[src/rtl/fetch_unit_pf_pkg.sv]
// Shared constants and types for the prefetching instruction-fetch stage.
package fetch_unit_pf_pkg;

    localparam int DEF_ADDR_W   = 8;
    localparam int DEF_DATA_W   = 32;
    localparam int DEF_DEPTH    = 2;
    localparam int DEF_RESET_PC = 0;

    typedef struct packed {
        logic [DEF_DATA_W-1:0] instr;
        logic [DEF_ADDR_W-1:0] pc;
    } fetch_entry_t;

endpackage

[src/rtl/fetch_unit_pf_if.sv]
// Bundle of instruction-RAM, redirect and decode-side signals of the fetch stage.
interface fetch_unit_pf_if
    import fetch_unit_pf_pkg::*;
#(
    parameter int ADDR_W = DEF_ADDR_W,
    parameter int DATA_W = DEF_DATA_W
);
    logic              redirect_valid;
    logic [ADDR_W-1:0] redirect_addr;
    logic              imem_en;
    logic [ADDR_W-1:0] imem_addr;
    logic [DATA_W-1:0] imem_rdata;
    logic              out_valid;
    logic              out_ready;
    logic [DATA_W-1:0] out_instr;
    logic [ADDR_W-1:0] out_pc;
    logic [ADDR_W-1:0] out_pc_next;

    modport master (
        input  redirect_valid, redirect_addr, imem_rdata, out_ready,
        output imem_en, imem_addr, out_valid, out_instr, out_pc, out_pc_next
    );

    modport slave (
        output redirect_valid, redirect_addr, imem_rdata, out_ready,
        input  imem_en, imem_addr, out_valid, out_instr, out_pc, out_pc_next
    );
endinterface

[src/rtl/fetch_unit_pf_fifo.sv]
// Small synchronous FIFO with flush; head word is presented combinationally.
module fetch_fifo #(
    parameter int DEPTH = 2,
    parameter int WIDTH = 40
) (
    input  logic                       clk,
    input  logic                       rst,
    input  logic                       flush,
    input  logic                       push,
    input  logic                       pop,
    input  logic [WIDTH-1:0]           wdata,
    output logic [WIDTH-1:0]           rdata,
    output logic [$clog2(DEPTH+1)-1:0] count
);
    localparam int PW = $clog2(DEPTH);
    localparam int CW = $clog2(DEPTH + 1);

    logic [WIDTH-1:0] mem_r [DEPTH];
    logic [PW-1:0]    wr_ptr_r;
    logic [PW-1:0]    rd_ptr_r;
    logic [CW-1:0]    count_r;

    function automatic logic [PW-1:0] ptr_inc(input logic [PW-1:0] p);
        return (p == PW'(DEPTH - 1)) ? {PW{1'b0}} : p + PW'(1);
    endfunction

    // Storage, pointers and occupancy; flush wins over push and pop.
    always_ff @(posedge clk or posedge rst) begin
        if (rst) begin
            for (int i = 0; i < DEPTH; i++) begin
                mem_r[i] <= '0;
            end
            wr_ptr_r <= '0;
            rd_ptr_r <= '0;
            count_r  <= '0;
        end else if (flush) begin
            wr_ptr_r <= '0;
            rd_ptr_r <= '0;
            count_r  <= '0;
        end else begin
            if (push) begin
                mem_r[wr_ptr_r] <= wdata;
                wr_ptr_r        <= ptr_inc(wr_ptr_r);
            end
            if (pop) begin
                rd_ptr_r <= ptr_inc(rd_ptr_r);
            end
            case ({push, pop})
                2'b10:   count_r <= count_r + CW'(1);
                2'b01:   count_r <= count_r - CW'(1);
                default: count_r <= count_r;
            endcase
        end
    end

    assign rdata = mem_r[rd_ptr_r];
    assign count = count_r;

endmodule

[src/rtl/fetch_unit_pf.sv]
// Instruction-fetch stage: PC, credit-limited RAM issue, kill on redirect, prefetch FIFO.
module fetch_unit_pf
    import fetch_unit_pf_pkg::*;
#(
    parameter int              ADDR_W   = DEF_ADDR_W,
    parameter int              DATA_W   = DEF_DATA_W,
    parameter int              DEPTH    = DEF_DEPTH,
    parameter logic [ADDR_W-1:0] RESET_PC = ADDR_W'(DEF_RESET_PC)
) (
    input  logic           clk,
    input  logic           reset,
    fetch_unit_pf_if.master bus
);
    localparam int CW = $clog2(DEPTH + 1);
    localparam int EW = DATA_W + ADDR_W;

    logic [ADDR_W-1:0] pc_r;
    logic              inflight_r;
    logic [ADDR_W-1:0] inflight_addr_r;

    logic [ADDR_W-1:0] fetch_addr_s;
    logic              issue_s;
    logic              push_s;
    logic              pop_s;
    logic              nonempty_s;
    logic [CW-1:0]     count_s;
    logic [CW:0]       pending_s;
    logic [EW-1:0]     wdata_s;
    logic [EW-1:0]     head_s;
    logic [DATA_W-1:0] out_instr_s;
    logic [ADDR_W-1:0] out_pc_s;
    logic [ADDR_W-1:0] out_pc_next_s;

    // Issue decision: a redirect always issues; otherwise only when a FIFO slot is guaranteed.
    always_comb begin
        fetch_addr_s = pc_r;
        issue_s      = 1'b0;
        nonempty_s   = (count_s != '0);
        pop_s        = nonempty_s && !bus.redirect_valid && bus.out_ready;
        push_s       = inflight_r && !bus.redirect_valid;
        pending_s    = {1'b0, count_s} + {{CW{1'b0}}, inflight_r} - {{CW{1'b0}}, pop_s};
        wdata_s      = {bus.imem_rdata, inflight_addr_r};
        if (bus.redirect_valid) begin
            fetch_addr_s = bus.redirect_addr;
        end else begin
            fetch_addr_s = pc_r;
        end
        if (reset) begin
            issue_s = 1'b0;
        end else if (bus.redirect_valid) begin
            issue_s = 1'b1;
        end else begin
            issue_s = (int'(pending_s) < DEPTH);
        end
    end

    // PC advance and in-flight read tracking.
    always_ff @(posedge clk or posedge reset) begin
        if (reset) begin
            pc_r            <= RESET_PC;
            inflight_r      <= 1'b0;
            inflight_addr_r <= '0;
        end else begin
            inflight_r <= issue_s;
            if (issue_s) begin
                pc_r            <= fetch_addr_s + ADDR_W'(1);
                inflight_addr_r <= fetch_addr_s;
            end else begin
                pc_r            <= pc_r;
                inflight_addr_r <= inflight_addr_r;
            end
        end
    end

    fetch_fifo #(
        .DEPTH (DEPTH),
        .WIDTH (EW)
    ) u_fifo (
        .clk   (clk),
        .rst   (reset),
        .flush (bus.redirect_valid),
        .push  (push_s),
        .pop   (pop_s),
        .wdata (wdata_s),
        .rdata (head_s),
        .count (count_s)
    );

    // Head fields are zeroed while empty so idle outputs read as all-zero.
    always_comb begin
        out_instr_s   = '0;
        out_pc_s      = '0;
        out_pc_next_s = '0;
        if (nonempty_s) begin
            out_instr_s   = head_s[EW-1:ADDR_W];
            out_pc_s      = head_s[ADDR_W-1:0];
            out_pc_next_s = head_s[ADDR_W-1:0] + ADDR_W'(1);
        end else begin
            out_instr_s   = '0;
            out_pc_s      = '0;
            out_pc_next_s = '0;
        end
    end

    assign bus.imem_en     = issue_s;
    assign bus.imem_addr   = fetch_addr_s;
    assign bus.out_valid   = nonempty_s && !bus.redirect_valid;
    assign bus.out_instr   = out_instr_s;
    assign bus.out_pc      = out_pc_s;
    assign bus.out_pc_next = out_pc_next_s;

endmodule
[src/flat_wrapper.sv]
// flat-port wrapper written by rule: the top's interface ports become plain ports
module fetch_unit_pf_flat import fetch_unit_pf_pkg::*;
#(
    parameter int              ADDR_W   = DEF_ADDR_W,
    parameter int              DATA_W   = DEF_DATA_W,
    parameter int              DEPTH    = DEF_DEPTH,
    parameter logic [ADDR_W-1:0] RESET_PC = ADDR_W'(DEF_RESET_PC)
)
  (clk, reset, bus_redirect_valid, bus_redirect_addr, bus_imem_rdata, bus_out_ready, bus_imem_en, bus_imem_addr, bus_out_valid, bus_out_instr, bus_out_pc, bus_out_pc_next);
  fetch_unit_pf_if #(.ADDR_W(ADDR_W), .DATA_W(DATA_W)) bus_i ();
  input  logic clk;
  input  logic reset;
  input wire logic [$bits(bus_i.redirect_valid)-1:0] bus_redirect_valid;
  input wire logic [$bits(bus_i.redirect_addr)-1:0] bus_redirect_addr;
  input wire logic [$bits(bus_i.imem_rdata)-1:0] bus_imem_rdata;
  input wire logic [$bits(bus_i.out_ready)-1:0] bus_out_ready;
  output wire logic [$bits(bus_i.imem_en)-1:0] bus_imem_en;
  output wire logic [$bits(bus_i.imem_addr)-1:0] bus_imem_addr;
  output wire logic [$bits(bus_i.out_valid)-1:0] bus_out_valid;
  output wire logic [$bits(bus_i.out_instr)-1:0] bus_out_instr;
  output wire logic [$bits(bus_i.out_pc)-1:0] bus_out_pc;
  output wire logic [$bits(bus_i.out_pc_next)-1:0] bus_out_pc_next;
  assign bus_i.redirect_valid = bus_redirect_valid;
  assign bus_i.redirect_addr = bus_redirect_addr;
  assign bus_i.imem_rdata = bus_imem_rdata;
  assign bus_i.out_ready = bus_out_ready;
  assign bus_imem_en = bus_i.imem_en;
  assign bus_imem_addr = bus_i.imem_addr;
  assign bus_out_valid = bus_i.out_valid;
  assign bus_out_instr = bus_i.out_instr;
  assign bus_out_pc = bus_i.out_pc;
  assign bus_out_pc_next = bus_i.out_pc_next;
  fetch_unit_pf #(.ADDR_W(ADDR_W), .DATA_W(DATA_W), .DEPTH(DEPTH), .RESET_PC(RESET_PC)) u_core (.clk(clk), .reset(reset), .bus(bus_i));
endmodule
[config.mk]
export PLATFORM = sky130hd
export DESIGN_NAME = fetch_unit_pf_flat
export DESIGN_NICKNAME = d
export VERILOG_FILES = /design/src/rtl/fetch_unit_pf_pkg.sv /design/src/rtl/fetch_unit_pf_if.sv /design/src/rtl/fetch_unit_pf_fifo.sv /design/src/rtl/fetch_unit_pf.sv /design/src/flat_wrapper.sv
export SDC_FILE = /design/constraint.sdc
export NUM_CORES = 1
export LEC_CHECK = 0
export CORE_MARGIN = 4
export CORE_UTILIZATION = 43
export CTS_CLUSTER_DIAMETER = 80
export DETAILED_ROUTE_END_ITERATION = 8
export GPL_TIMING_DRIVEN = 0
export HOLD_SLACK_MARGIN = 0.03
export PLACE_DENSITY = 0.73
export SYNTH_ARGS = -nofsm -noshare
export SYNTH_HDL_FRONTEND = slang
export SYNTH_SLANG_ARGS = --single-unit
[constraint.sdc]
create_clock -name clk -period 5.6 [get_ports clk]
set_clock_uncertainty 0.2 [all_clocks]
set_input_delay 0.84 -clock clk [delete_from_list [all_inputs] [get_ports clk]]
set_output_delay 0.84 -clock clk [all_outputs]
set_load 0.1 [all_outputs]
# Yosys cells after proc, flatten, opt, wreduce, memory -nomap -nowiden

Index checks and enable logic that the tools add are counted.

Flip-flop bits (word level): 101
Input port bits: 44
Output and inout bits: 58

Add/subtract/negate cells: 8
Magnitude comparators: 4
Eq/ne operators: 2
Muxes and demuxes: 20
Bitwise logic cells: 3
Reductions and logical operators: 10

Operators by type and width:

| kind                                                                  | count |
|---|---|
| 40-bit 2-to-1 mux                                                     | 4 |
| 80-bit bitwise mux                                                    | 1 |
| 40-bit demux with 1-bit select                                        | 1 |
| 32-bit 2-to-1 mux                                                     | 1 |
| 8-bit 2-to-1 mux                                                      | 3 |
| 8-bit by 1-bit adder with 8-bit output, second input constant         | 2 |
| 1-bit 2-to-1 mux                                                      | 8 |
| 2-bit nonzero test                                                    | 3 |
| 2-bit >= comparator, second input constant                            | 2 |
| 1-bit logical AND                                                     | 4 |
| 1-bit inverter with 2-bit output                                      | 2 |
| 2-bit one-hot mux with 2 select lines                                 | 1 |
| 2-bit by 1-bit adder with 3-bit output                                | 1 |
| 3-bit by 2-bit < comparator with 1-bit output, second input constant  | 1 |
| 3-bit nonzero test                                                    | 1 |
| 3-bit by 1-bit subtractor with 3-bit output                           | 1 |
| 1-bit adder, second input constant                                    | 2 |
| 2-bit by 1-bit adder with 2-bit output, second input constant         | 1 |
| 2-bit by 1-bit equality test with 1-bit output, second input constant | 1 |
| 2-bit equality test, second input constant                            | 1 |
| 2-bit by 1-bit < comparator with 1-bit output, second input constant  | 1 |
| 2-bit 2-to-1 mux                                                      | 1 |
| 2-bit AND reduction                                                   | 1 |
| 2-bit by 1-bit subtractor with 2-bit output, second input constant    | 1 |
| other kinds (2)                                                       | 2 |

# Longest topological paths before layout

Word-level depth: 7
Gate-level depth with buffers: 11
Gate-level depth less buffers: 9

# Modules after synthesis

A second synthesis with hierarchy kept.

Cell total of the unflattened synthesis: 397
Area total of the unflattened synthesis: 5,128.7 um^2

Modules (own cells, without submodules):

| module        | times used | cells an instance | area each (um^2) |
|---|---|---|---|
| fetch_fifo    | 1          | 233               | 3,664.8 |
| fetch_unit_pf | 1          | 164               | 1,463.9 |

# Least setup slack after synthesis

OpenSTA, ideal clock, no wires.

Kind: in2out
Start point: in reset
End point: out bus_imem_en
Arrival time: 4,120 ps
Required time: 4,560 ps
Setup slack: 440 ps
Stages: 3
Buffers on the path: 0
Path through: inv_1 a31oi_4 inv_1

Longest elaborated chain between the ends: 1

Ends and longest elaborated chain:

| item               | line                | text |
|---|---|---|
| start: declaration | flat_wrapper.sv:12  | `input logic reset;` |
| 1-bit 2-to-1 mux   | fetch_unit_pf.sv:48 | `if (reset) begin` |
| end: declaration   | flat_wrapper.sv:17  | `output wire logic [$bits(bus_i.imem_en)-1:0] bus_imem_en;` |

No other way between the ends.

# Worst setup path in the final report

Start point: in bus_redirect_valid
End point: out bus_imem_en

Longest elaborated chain between the ends: 7

Ends and longest elaborated chain:

| item                                          | line                | text |
|---|---|---|
| start: declaration                            | flat_wrapper.sv:13  | `input wire logic [$bits(bus_i.redirect_valid)-1:0] bus_redirect_valid;` |
| 1-bit logical NOT                             | fetch_unit_pf.sv:39 | `pop_s = nonempty_s && !bus.redirect_valid && bus.out_ready;` |
| 1-bit logical AND (2 in a row)                | fetch_unit_pf.sv:39 |  |
| 3-bit by 1-bit subtractor with 3-bit output   | fetch_unit_pf.sv:41 | `pending_s = {1'b0, count_s} + {{CW{1'b0}}, inflight_r} - {{CW{1'b0}}, pop_s};` |
| 3-bit by 2-bit < comparator with 1-bit output | fetch_unit_pf.sv:53 | `issue_s = (int'(pending_s) < DEPTH);` |
| 1-bit 2-to-1 mux *                            | fetch_unit_pf.sv:50 | `end else if (bus.redirect_valid) begin` |
| 1-bit 2-to-1 mux *                            | fetch_unit_pf.sv:48 |  |

Mark *: on every way between the ends. The rest lies on a longest branch, timed or not.

==> summary.md <==
| Metric | Value |
|---|---|
| Status | finished, final reports clean |
| Tot Pwr | 3.74 mW |
| Mapped cell area | 4920 sq um |
| Hold slack | 0.285 ns |
| Post-CTS Setup Bufs | 0 |
| Worst setup SP type | primary input |
| CP required | roughly 4.6 ns |
| Vias in the first global route | 3628 |
| Num rows | 38 |
| Final period util | 0.906 |
| Crit Path Category | primary input to output port |
| Dpl cells | 645 |
| Max incr delay on CP | 0.77 ns |
| DRT iter0 DRCs | 125 |
| Main synth FF type | dfrtp_1 |
| Clock net sink count | 101 |
| Synthesized area per cell | 12.2 sq um |
| I/O pins | 102 |
| Critical Path, Cell by Cell | clkdlybuf4s50_1 -> buf_6 -> buf_6 -> nor3_1 -> ha_1 -> nand2b_1 -> fa_1 -> xnor2_1 -> a31oi_4 -> inv_1 -> dlymetal6s2s_1 |
| #FFs+latches synth | 101 |
| Clock share of power | 0.167 |
| Crit path max-delay family | buffers and inverters |
| Switching share of power | 0.456 |
| Comb pwr share | 0.503 |
| Leak Pwr | 2.66 nW |
| HP Start | u_core.pc_r[7]$_DFFE_PP0P_ |
| Switching pwr | 1.71 mW |
| Initial Utilization | 0.446 |
| Seq pwr share | 0.330 |
| Final wirelength | 10800 microns |
| Post-synth ARST share | 1.00 |
| All-Layer GR Usage | 0.169 |
| FF-to-FF Start | u_core.u_fifo.count[1]$_DFFE_PP0P_ |
| Leading cell type in the layout, fill and taps excluded | dfrtp_1 |
| CTS max path bufs | 2 |
| Grt total ovfl | 0 |
| Critical-path maximum fanout | 10 |
| Via count | 3425 |
| Mapped Cells | 403 |
| Root buffer cell | clkbuf_16 |
| Reg2reg end | u_core.inflight_addr_r[2]$_DFFE_PP0P_ |
| Synthesized Nets | around 450 |
| Final Non-Filler Cells | roughly 660 |
| CTS tree | done |
| Full die area | 13200 sq um |
| Cts repair resizes | 0 |
| Worst Reg-to-Reg Cells | 10 |
| Yosys warns | 0 |
| Clock latency on the worst-skew pair | 0.34 ns |
| Worst-path clk slew | 0.07 ns |
| CP arrival | 4.03 ns |
| Largest net degree at the start of global routing | 71 |
| CP endpoint kind | output port |
| Initial antenna violation count | 0 |
| Worst-margin pin slew | 1.02 ns |
| VDD IR max | ~0.27 mV |
| # setup viols final | 0 |
| Core outline area | 11000 sq um |
| Seq/Total Area, Yosys | 0.514 |
| Layout Nets | 564 |
| WHS Endpoint | u_core.pc_r[7]$_DFFE_PP0P_ |
| Max transition margin | 0.320 |
| TritonCTS Buffers | 9 |
| R2R Setup Slk | 2.04 ns |
| Post-synth EDFFs | 0 |
| Cts-stage hold buffer count | 0 |
| DPL Wire Length | 7700 microns |
| GP Congestion | 0.828 |
| # diodes | 0 |
| # DRC | 0 |
| Crit path buf inv count | 5 |
| Hold Path Class | register to register |
| CP dominant cell by count | buf_6 |
| Min-Delay Path Depth | 2 |
| Fill cells | about 980 |
| First-pass iteration count of the detailed router | 4 |
| MaxCap Viol Count | 0 |
| Internal | a little over 2 mW |
| Unrepaired setup endpoints after global routing | no |
| Die Span Y | 115 microns |
| PD cells | 582 nW/um^2 |
| First-pass GRT wire length | 17900 microns |
| Most frequent cells in the layout | dfrtp_1, clkdlybuf4s50_1, mux2_2, nor2_1, mux2i_1 |
| WL per Instance | 16.3 microns |
| Library cells used by synthesis | 43 |
| FMAX | 197 MHz |
| Final slew viol count | 0 |
| Clock H-tree levels | 3 |
| CP max-delay cell | dlymetal6s2s_1 |
| Layout cell share with drive strength beyond 1 | 0.246 |
| Avg Vias per Cell | 5.18 |
| Final hold violations | 0 |
| Port buffer count | between 100 and 150 |
| Minimum clock period | slightly above 5 ns |
| Die W | 115 microns |
| DRT antenna net count | 0 |
| Area growth syn-to-layout | 30.9% |
[worst min-delay path, cell delays in order, from the launching register on]
cell	delay, ns
dfrtp_1	0.34
nand2_1	0.05
o31ai_1	0.06
[power by group through the flow]
stage          Sequential, mW  Combinational [mW]  Clock (mW)
2_1_floorplan            1.19                1.51           0
3_3_place_gp             1.23                1.87           0
3_5_place_dp             1.25                1.90           0
4_1_cts                  1.24                1.91       0.636
5_1_grt                  1.28                1.99       0.663
6_report                 1.23                1.88       0.627
[cells by family after synthesis]
| group | Yosys count | synth area share |
|---|---|---|
| adder cells (fa/ha/maj) | 4 | 0.0117 |
| buffers and inverters | 37 | 0.0354 |
| multiplexers | 133 | 0.294 |
| AO/OA/AOI/OAI | 26 | 0.0392 |
| flip-flops | 101 | 0.514 |
| AND/OR/NAND/NOR | 90 | 0.0847 |
| XOR/XNOR | 12 | 0.0214 |
[layer usage]
layer	GRT usage	vias up	part of all wire
li1	-	1623	-
met1	0.224	1719	0.46
met2	0.282	67	0.49
met3	0.0284	16	0.038
met4	0.0595	0	0.018
met5	0	-	0
[cells in the mapped netlist (2+ instances only)]
cell type | instances | share of area
dfrtp_1 | 101 | 0.51
mux2_2 | 84 | 0.19
nor2_1 | 50 | 0.038
mux2i_1 | 45 | 0.092
buf_2 | 16 | 0.016
nand2_1 | 15 | 0.011
inv_1 | 14 | 0.011
xnor2_1 | 11 | 0.020
o21ai_0 | 8 | 0.0081
o21ai_1 | 5 | 0.0051
nor3_1 | 4 | 0.0041
a21oi_1 | 3 | 0.0031
clkbuf_1 | 3 | 0.0023
ha_1 | 3 | 0.0076
mux2_1 | 3 | 0.0069
nand2b_1 | 3 | 0.0038
nand3b_1 | 3 | 0.0046
buf_1 | 2 | 0.0015
buf_6 | 2 | 0.0046
nand3_1 | 2 | 0.0020
nor2b_1 | 2 | 0.0025
nor3_2 | 2 | 0.0041
o2111ai_1 | 2 | 0.0036
[flip-flops by register name (all words and copies together), names as in the netlist]
| name | flops |
|---|---|
| u_core.u_fifo.count | 2 |
| u_core.inflight_addr_r | 8 |
| u_core.u_fifo.mem_r | 80 |
| u_core.pc_r | 8 |
| u_core.u_fifo.wr_ptr_r | 1 |
| u_core.inflight_r | 1 |
| u_core.u_fifo.rd_ptr_r | 1 |
[area by class of cell]
type / count / area [sq um] / area share
Clock buffer: 9 / 225 / 0.0350
Sequential cell: 101 / 2530 / 0.393
Tap cell: 140 / 175 / 0.0272
Clock inverter: 7 / 75.1 / 0.0117
Multi-Input combinational cell: 265 / 2220 / 0.344
Buffer: 23 / 121 / 0.0189
Timing Repair Buffer: 102 / 1040 / 0.162
Inverter: 14 / 55.1 / 0.00855
[per-stage QoR]
| step | area, sq um | setup WS (ns) | setup TNS, ns | utilization |
|---|---|---|---|---|
| finish | 6440 | 0.528 | 0 | 0.583 |
| floorplan | 4920 | 0.440 | 0 | - |
| detailed placement | 6130 | 0.133 | 0 | 0.556 |
| global route | 6440 | 0.325 | 0 | 0.583 |
| CTS | 6430 | 0.105 | 0 | 0.583 |
| global placement | 6100 | -1.61 | -1.61 | 0.553 |
[worst max-delay path by stage]
| stage | startpoint | endpoint | slack, ns | depth (start not counted) |
|---|---|---|---|---|
| floorplan | reset | bus_imem_en | 0.44 | 3 |
| global placement | reset | bus_imem_en | -1.61 | 5 |
| detailed placement | bus_redirect_valid | bus_imem_en | 0.13 | 11 |
| CTS | bus_redirect_valid | bus_imem_en | 0.11 | 11 |
| global route | bus_redirect_valid | bus_imem_en | 0.32 | 11 |
| finish | bus_redirect_valid | bus_imem_en | 0.53 | 11 |
Note: power is estimated with default switching activity, not from simulation.
==> patch 1, RTL diff (same settings) <==
Make the reset (`reset` and `rst`) synchronous in 2 clocked blocks.
--- a/src/rtl/fetch_unit_pf_fifo.sv
+++ b/src/rtl/fetch_unit_pf_fifo.sv
@@ -25,7 +25,7 @@
     endfunction
 
     // Storage, pointers and occupancy; flush wins over push and pop.
-    always_ff @(posedge clk or posedge rst) begin
+    always_ff @(posedge clk) begin
         if (rst) begin
             for (int i = 0; i < DEPTH; i++) begin
                 mem_r[i] <= '0;
--- a/src/rtl/fetch_unit_pf.sv
+++ b/src/rtl/fetch_unit_pf.sv
@@ -55,7 +55,7 @@
     end
 
     // PC advance and in-flight read tracking.
-    always_ff @(posedge clk or posedge reset) begin
+    always_ff @(posedge clk) begin
         if (reset) begin
             pc_r            <= RESET_PC;
             inflight_r      <= 1'b0;
Formal check against the unedited RTL: differs if reset is asserted again (counterexample within 4 cycles, from zero or initial values and one cycle with reset high); with reset held inactive, the same outputs for 10 cycles.
==> patch 1 against the original RTL <==
Maximum frequency rose by 1.9%. Routed wire length barely moved. Synthesized cell count rose by 5.0%. Largest cell class unchanged. Worst setup slack improved by 0.095 ns. Critical path type is now reg -> out. Final area rose by 0.99%. Via count rose by 0.61%. Core utilization fell by 1.2 points. Hold slack improved by 0.012 ns. Sequential cell count rose by 1. Synthesized area rose by 1.5%. Count of clock-buffer cells in the layout did not move.
Power is not compared: it rests on default switching activity, and its combinational part moved more than twofold at a synthesized area within 25%.
==> patch 1: results (changes against the original RTL) <==
<table>
<tr><th>Metric</th><th>Value</th></tr>
<tr><th colspan="2">Global routing</th></tr>
<tr><td>Maximum number of pins on one net before global-route repair</td><td>41 (was 71)</td></tr>
<tr><td>Number of global-route vias before repair</td><td>3634 (was 3628)</td></tr>
<tr><td>Overall routing resource usage</td><td>0.168 (was 0.169)</td></tr>
<tr><td>First-pass GRT wire length</td><td>17700 um (was 17900 um)</td></tr>
<tr><th colspan="2">Outcome</th></tr>
<tr><td>Result of the run</td><td>completed (unchanged)</td></tr>
<tr><th colspan="2">Hold path</th></tr>
<tr><td>Hold path endpoint</td><td>u_core.inflight_addr_r[0] (was u_core.pc_r[7])</td></tr>
<tr><th colspan="2">Synth</th></tr>
<tr><td>Distinct cells, synth</td><td>51 (was 43)</td></tr>
<tr><td>Number of nets produced by synthesis</td><td>472 (was 451)</td></tr>
<tr><td>Share of synthesized registers carrying an async set or reset</td><td>0 (was 1.00)</td></tr>
<tr><td>Flops &amp; latches, synth</td><td>102 (was 101)</td></tr>
<tr><td>Sequential element share of the synthesized area</td><td>0.570 (was 0.514)</td></tr>
<tr><td>Leading cell types by total area after synthesis</td><td>edfxtp_1, and2_1, dfxtp_1, mux2i_1, nor2_1 (was dfrtp_1, mux2_2, mux2i_1, nor2_1, xnor2_1)</td></tr>
<tr><td>Synth top cells by count</td><td>and2_1, edfxtp_1, nor2_1 (was dfrtp_1, mux2_2, nor2_1)</td></tr>
<tr><th colspan="2">Finish</th></tr>
<tr><td>Count of fill cells added during filler insertion</td><td>961 (was 982)</td></tr>
<tr><td>Proportion of cell area occupied by registers</td><td>0.437 (was 0.393)</td></tr>
<tr><td>Layout non-clock buf frac</td><td>0.181 (about the same)</td></tr>
<tr><td>Count of plain and timing-repair buffers in the layout</td><td>127 (was 125)</td></tr>
<tr><td>Number of nets in the layout</td><td>583 (was 564)</td></tr>
<tr><td>Clock network contribution to total cell area</td><td>0.0468 (was 0.0467)</td></tr>
<tr><td>Share of layout cells above drive strength 1</td><td>0.100 (was 0.246)</td></tr>
<tr><th colspan="2">Critical path</th></tr>
<tr><td>Launching point of the worst reg2reg path</td><td>u_core.u_fifo.count[1] (unchanged)</td></tr>
<tr><th colspan="2">Place</th></tr>
<tr><td>Input/output buffers</td><td>99 (was 101)</td></tr>
<tr><td>Detailed placer's ending HPWL</td><td>7860 um (was 7700 um)</td></tr>
<tr><td>Final Wtd Congestion</td><td>0.894 (was 0.828)</td></tr>
<tr><th colspan="2">Timing</th></tr>
<tr><td>Worst slack on hold paths</td><td>0.298 ns (was 0.285 ns)</td></tr>
<tr><td>Worst slew margin relative to its limit</td><td>0.314 (was 0.320)</td></tr>
</table>
patch 1: how the worst max path moves through the flow:
stage,startpoint,endpoint,slack (ns),cells past startpoint
final,u_core.u_fifo.count[1],bus_imem_en,0.62,13
after global routing,u_core.u_fifo.count[1],bus_imem_en,0.35,13
after CTS,u_core.u_fifo.count[1],bus_imem_en,0.16,13
after detailed placement,bus_out_ready,bus_imem_en,0.43,11
after global placement,bus_out_ready,bus_imem_en,0.45,11
after floorplan,bus_redirect_valid,bus_imem_en,0.41,12
patch 1: critical path, stage by stage (launching register included):
cell	delay, ns
dfxtp_1	0.38
nor2_1	0.32
buf_2	0.33
nor2_2	0.07
and2_1	0.18
ha_1	0.28
nand2b_1	0.15
fa_1	0.38
xnor2_1	0.24
a21o_1	0.17
buf_6	0.14
nand2b_1	0.13
inv_1	0.08
dlymetal6s2s_1	0.75
patch 1: cells by family (layout without fill, tap and decap cells):
logic type	after synthesis	in the layout	synth area share
AND/OR/NAND/NOR	197	197	0.216
flip-flops	102	102	0.570
multiplexers	46	46	0.0958
buffers and inverters	32	148	0.0364
AO/OA/AOI/OAI	27	27	0.0436
XOR/XNOR	14	14	0.0246
adder cells (fa/ha/maj)	5	5	0.0140
patch 1: stage by stage:
stage / setup WS, ns / cell area, um2 / instances
global route: 0.347 / 6500 / 682
detailed placement: 0.429 / 6190 / 666
floorplan: 0.409 / 4990 / 423
finish: 0.623 / 6500 / 682
global placement: 0.449 / 6160 / 665
CTS: 0.163 / 6500 / 682
patch 1: layer usage:
metal  vias to the layer above  wire (um)  track usage
li1                       1697          -            -
met1                      1631       4620        0.220
met2                       112       5320        0.289
met3                         6        748       0.0308
met4                         0         97       0.0456
met5                         -          0            0
==> patch 2, RTL diff (same settings) <==
Without the edit above. Set the package constant `DEF_DEPTH` to 4 (it was 2).
--- a/src/rtl/fetch_unit_pf_pkg.sv
+++ b/src/rtl/fetch_unit_pf_pkg.sv
@@ -3,7 +3,7 @@
 
     localparam int DEF_ADDR_W   = 8;
     localparam int DEF_DATA_W   = 32;
-    localparam int DEF_DEPTH    = 2;
+    localparam int DEF_DEPTH    = 4;
     localparam int DEF_RESET_PC = 0;
 
     typedef struct packed {
Behaviour: not the same (Yosys sat finds a counterexample within 4 cycles, from zero or initial values and one cycle with reset high).
==> patch 2 against the original RTL <==
Worst setup slack lost 0.093 ns. Maximum frequency shrank 1.8%. Global-route usage grew 1.3 points. Final area grew 66%. Synthesized area grew 75%. Synthesized cell count grew 48%. Core utilization shrank 3.7 points. Sequential cell count grew 83. Routed wire length grew 79%.
Power is not shown: default switching activity piles up to over one toggle a cycle in this logic, so the estimate is an artifact.
==> patch 2: results (changes against the original RTL) <==
<table>
<tr><th>Metric</th><th>Value</th></tr>
<tr><th colspan="2">Outcome</th></tr>
<tr><td>Result of the run</td><td>completed (unchanged)</td></tr>
<tr><th colspan="2">Detailed routing</th></tr>
<tr><td>Wire length reported by the detailed router</td><td>19300 um (was 10800 um)</td></tr>
<tr><td>Detail Route met2 WL</td><td>10100 um (was 5240 um)</td></tr>
<tr><td>Met1 Wirelength</td><td>8160 um (was 4930 um)</td></tr>
<tr><th colspan="2">Critical path</th></tr>
<tr><td>Arrival time at the worst endpoint</td><td>4.12 ns (was 4.03 ns)</td></tr>
<tr><td>Cell family with most CP delay</td><td>simple AND/OR/NAND/NOR gates (was buffers and inverters)</td></tr>
<tr><td>Max stage delay on crit path</td><td>0.75 ns (was 0.77 ns)</td></tr>
<tr><th colspan="2">Finish</th></tr>
<tr><td>Count of fill cells added during filler insertion</td><td>1582 (was 982)</td></tr>
<tr><td>Area taken by flip-flops and latches</td><td>4600 um2 (was 2530 um2)</td></tr>
<tr><td>Number of multi-input logic gates</td><td>363 (was 265)</td></tr>
<tr><td>Layout non-clock buf frac</td><td>0.119 (was 0.181)</td></tr>
<tr><td>Share of layout cells above drive strength 1</td><td>0.369 (was 0.246)</td></tr>
<tr><td>Clock network contribution to total cell area</td><td>0.0611 (was 0.0467)</td></tr>
<tr><td>Invs w/o clock</td><td>15 (was 14)</td></tr>
<tr><td>Largest registers</td><td>u_core.u_fifo.mem_r x160, u_core.inflight_addr_r x8, u_core.pc_r x8 (was u_core.u_fifo.mem_r x80, u_core.inflight_addr_r x8, u_core.pc_r x8)</td></tr>
<tr><td>Number of nets in the layout</td><td>776 (was 564)</td></tr>
<tr><th colspan="2">Synth</th></tr>
<tr><td>Number of nets produced by synthesis</td><td>652 (was 451)</td></tr>
<tr><td>Leading cell types by total area after synthesis</td><td>dfrtp_1, mux2_2, mux4_2, and2_1, ha_1 (was dfrtp_1, mux2_2, mux2i_1, nor2_1, xnor2_1)</td></tr>
<tr><td>Sequential element share of the synthesized area</td><td>0.534 (was 0.514)</td></tr>
<tr><th colspan="2">Global routing</th></tr>
<tr><td>Overall routing resource usage</td><td>0.183 (was 0.169)</td></tr>
<tr><td>Met1 Resource Use GR</td><td>0.227 (was 0.224)</td></tr>
<tr><td>Met3 usage</td><td>0.0424 (was 0.0284)</td></tr>
<tr><th colspan="2">Clock tree</th></tr>
<tr><td>Clock buffers created by TritonCTS</td><td>17 (was 9)</td></tr>
<tr><td>Level count of the clock H-tree</td><td>4 (was 3)</td></tr>
<tr><th colspan="2">Timing</th></tr>
<tr><td>Transition time at the pin with the least slew margin</td><td>1.15 ns (was 1.02 ns)</td></tr>
<tr><td>Maximum achievable frequency</td><td>0.194 GHz (was 0.197 GHz)</td></tr>
<tr><th colspan="2">Place</th></tr>
<tr><td>Final Wtd Congestion</td><td>0.782 (was 0.828)</td></tr>
</table>
patch 2: per-stage QoR:
| stage | util | setup WS, ns | cells | area, um2 | hold slack (ns) |
|---|---|---|---|---|---|
| 2_1_floorplan | - | 1.38 | 597 | 8630 | 0.246 |
| 3_3_place_gp | 0.509 | 0.152 | 963 | 9970 | 0.264 |
| 3_5_place_dp | 0.513 | 0.0972 | 967 | 10100 | 0.271 |
| 4_1_cts | 0.547 | 0.0525 | 999 | 10700 | 0.287 |
| 5_1_grt | 0.547 | 0.239 | 999 | 10700 | 0.313 |
| 6_report | 0.547 | 0.436 | 999 | 10700 | 0.285 |
patch 2: final timing paths:
path,slack (ns),start,to,cells after the start
worst min register to register,0.29,u_core.pc_r[7],u_core.pc_r[7],2
worst max register to register,2.07,u_core.u_fifo.count[0],u_core.inflight_addr_r[3],13
worst min-delay path,0.29,u_core.pc_r[7],u_core.pc_r[7],2
worst max-delay path,0.44,u_core.u_fifo.count[0],bus_imem_en,12
min in group asynchronous,0.69,reset,u_core.u_fifo.mem_r[2],2
max in group asynchronous,3.62,reset,u_core.u_fifo.mem_r[16],4
patch 2: cell families (layout without fill, tap and decap cells):
| kind of cell | after synthesis | after routing | synth area share |
|---|---|---|---|
| XOR/XNOR | 13 | 13 | 0.0132 |
| buffers and inverters | 50 | 187 | 0.0273 |
| flip-flops | 184 | 184 | 0.534 |
| AND/OR/NAND/NOR | 99 | 99 | 0.0603 |
| AO/OA/AOI/OAI | 26 | 26 | 0.0181 |
| adder cells (fa/ha/maj) | 11 | 11 | 0.0168 |
| multiplexers | 214 | 214 | 0.331 |
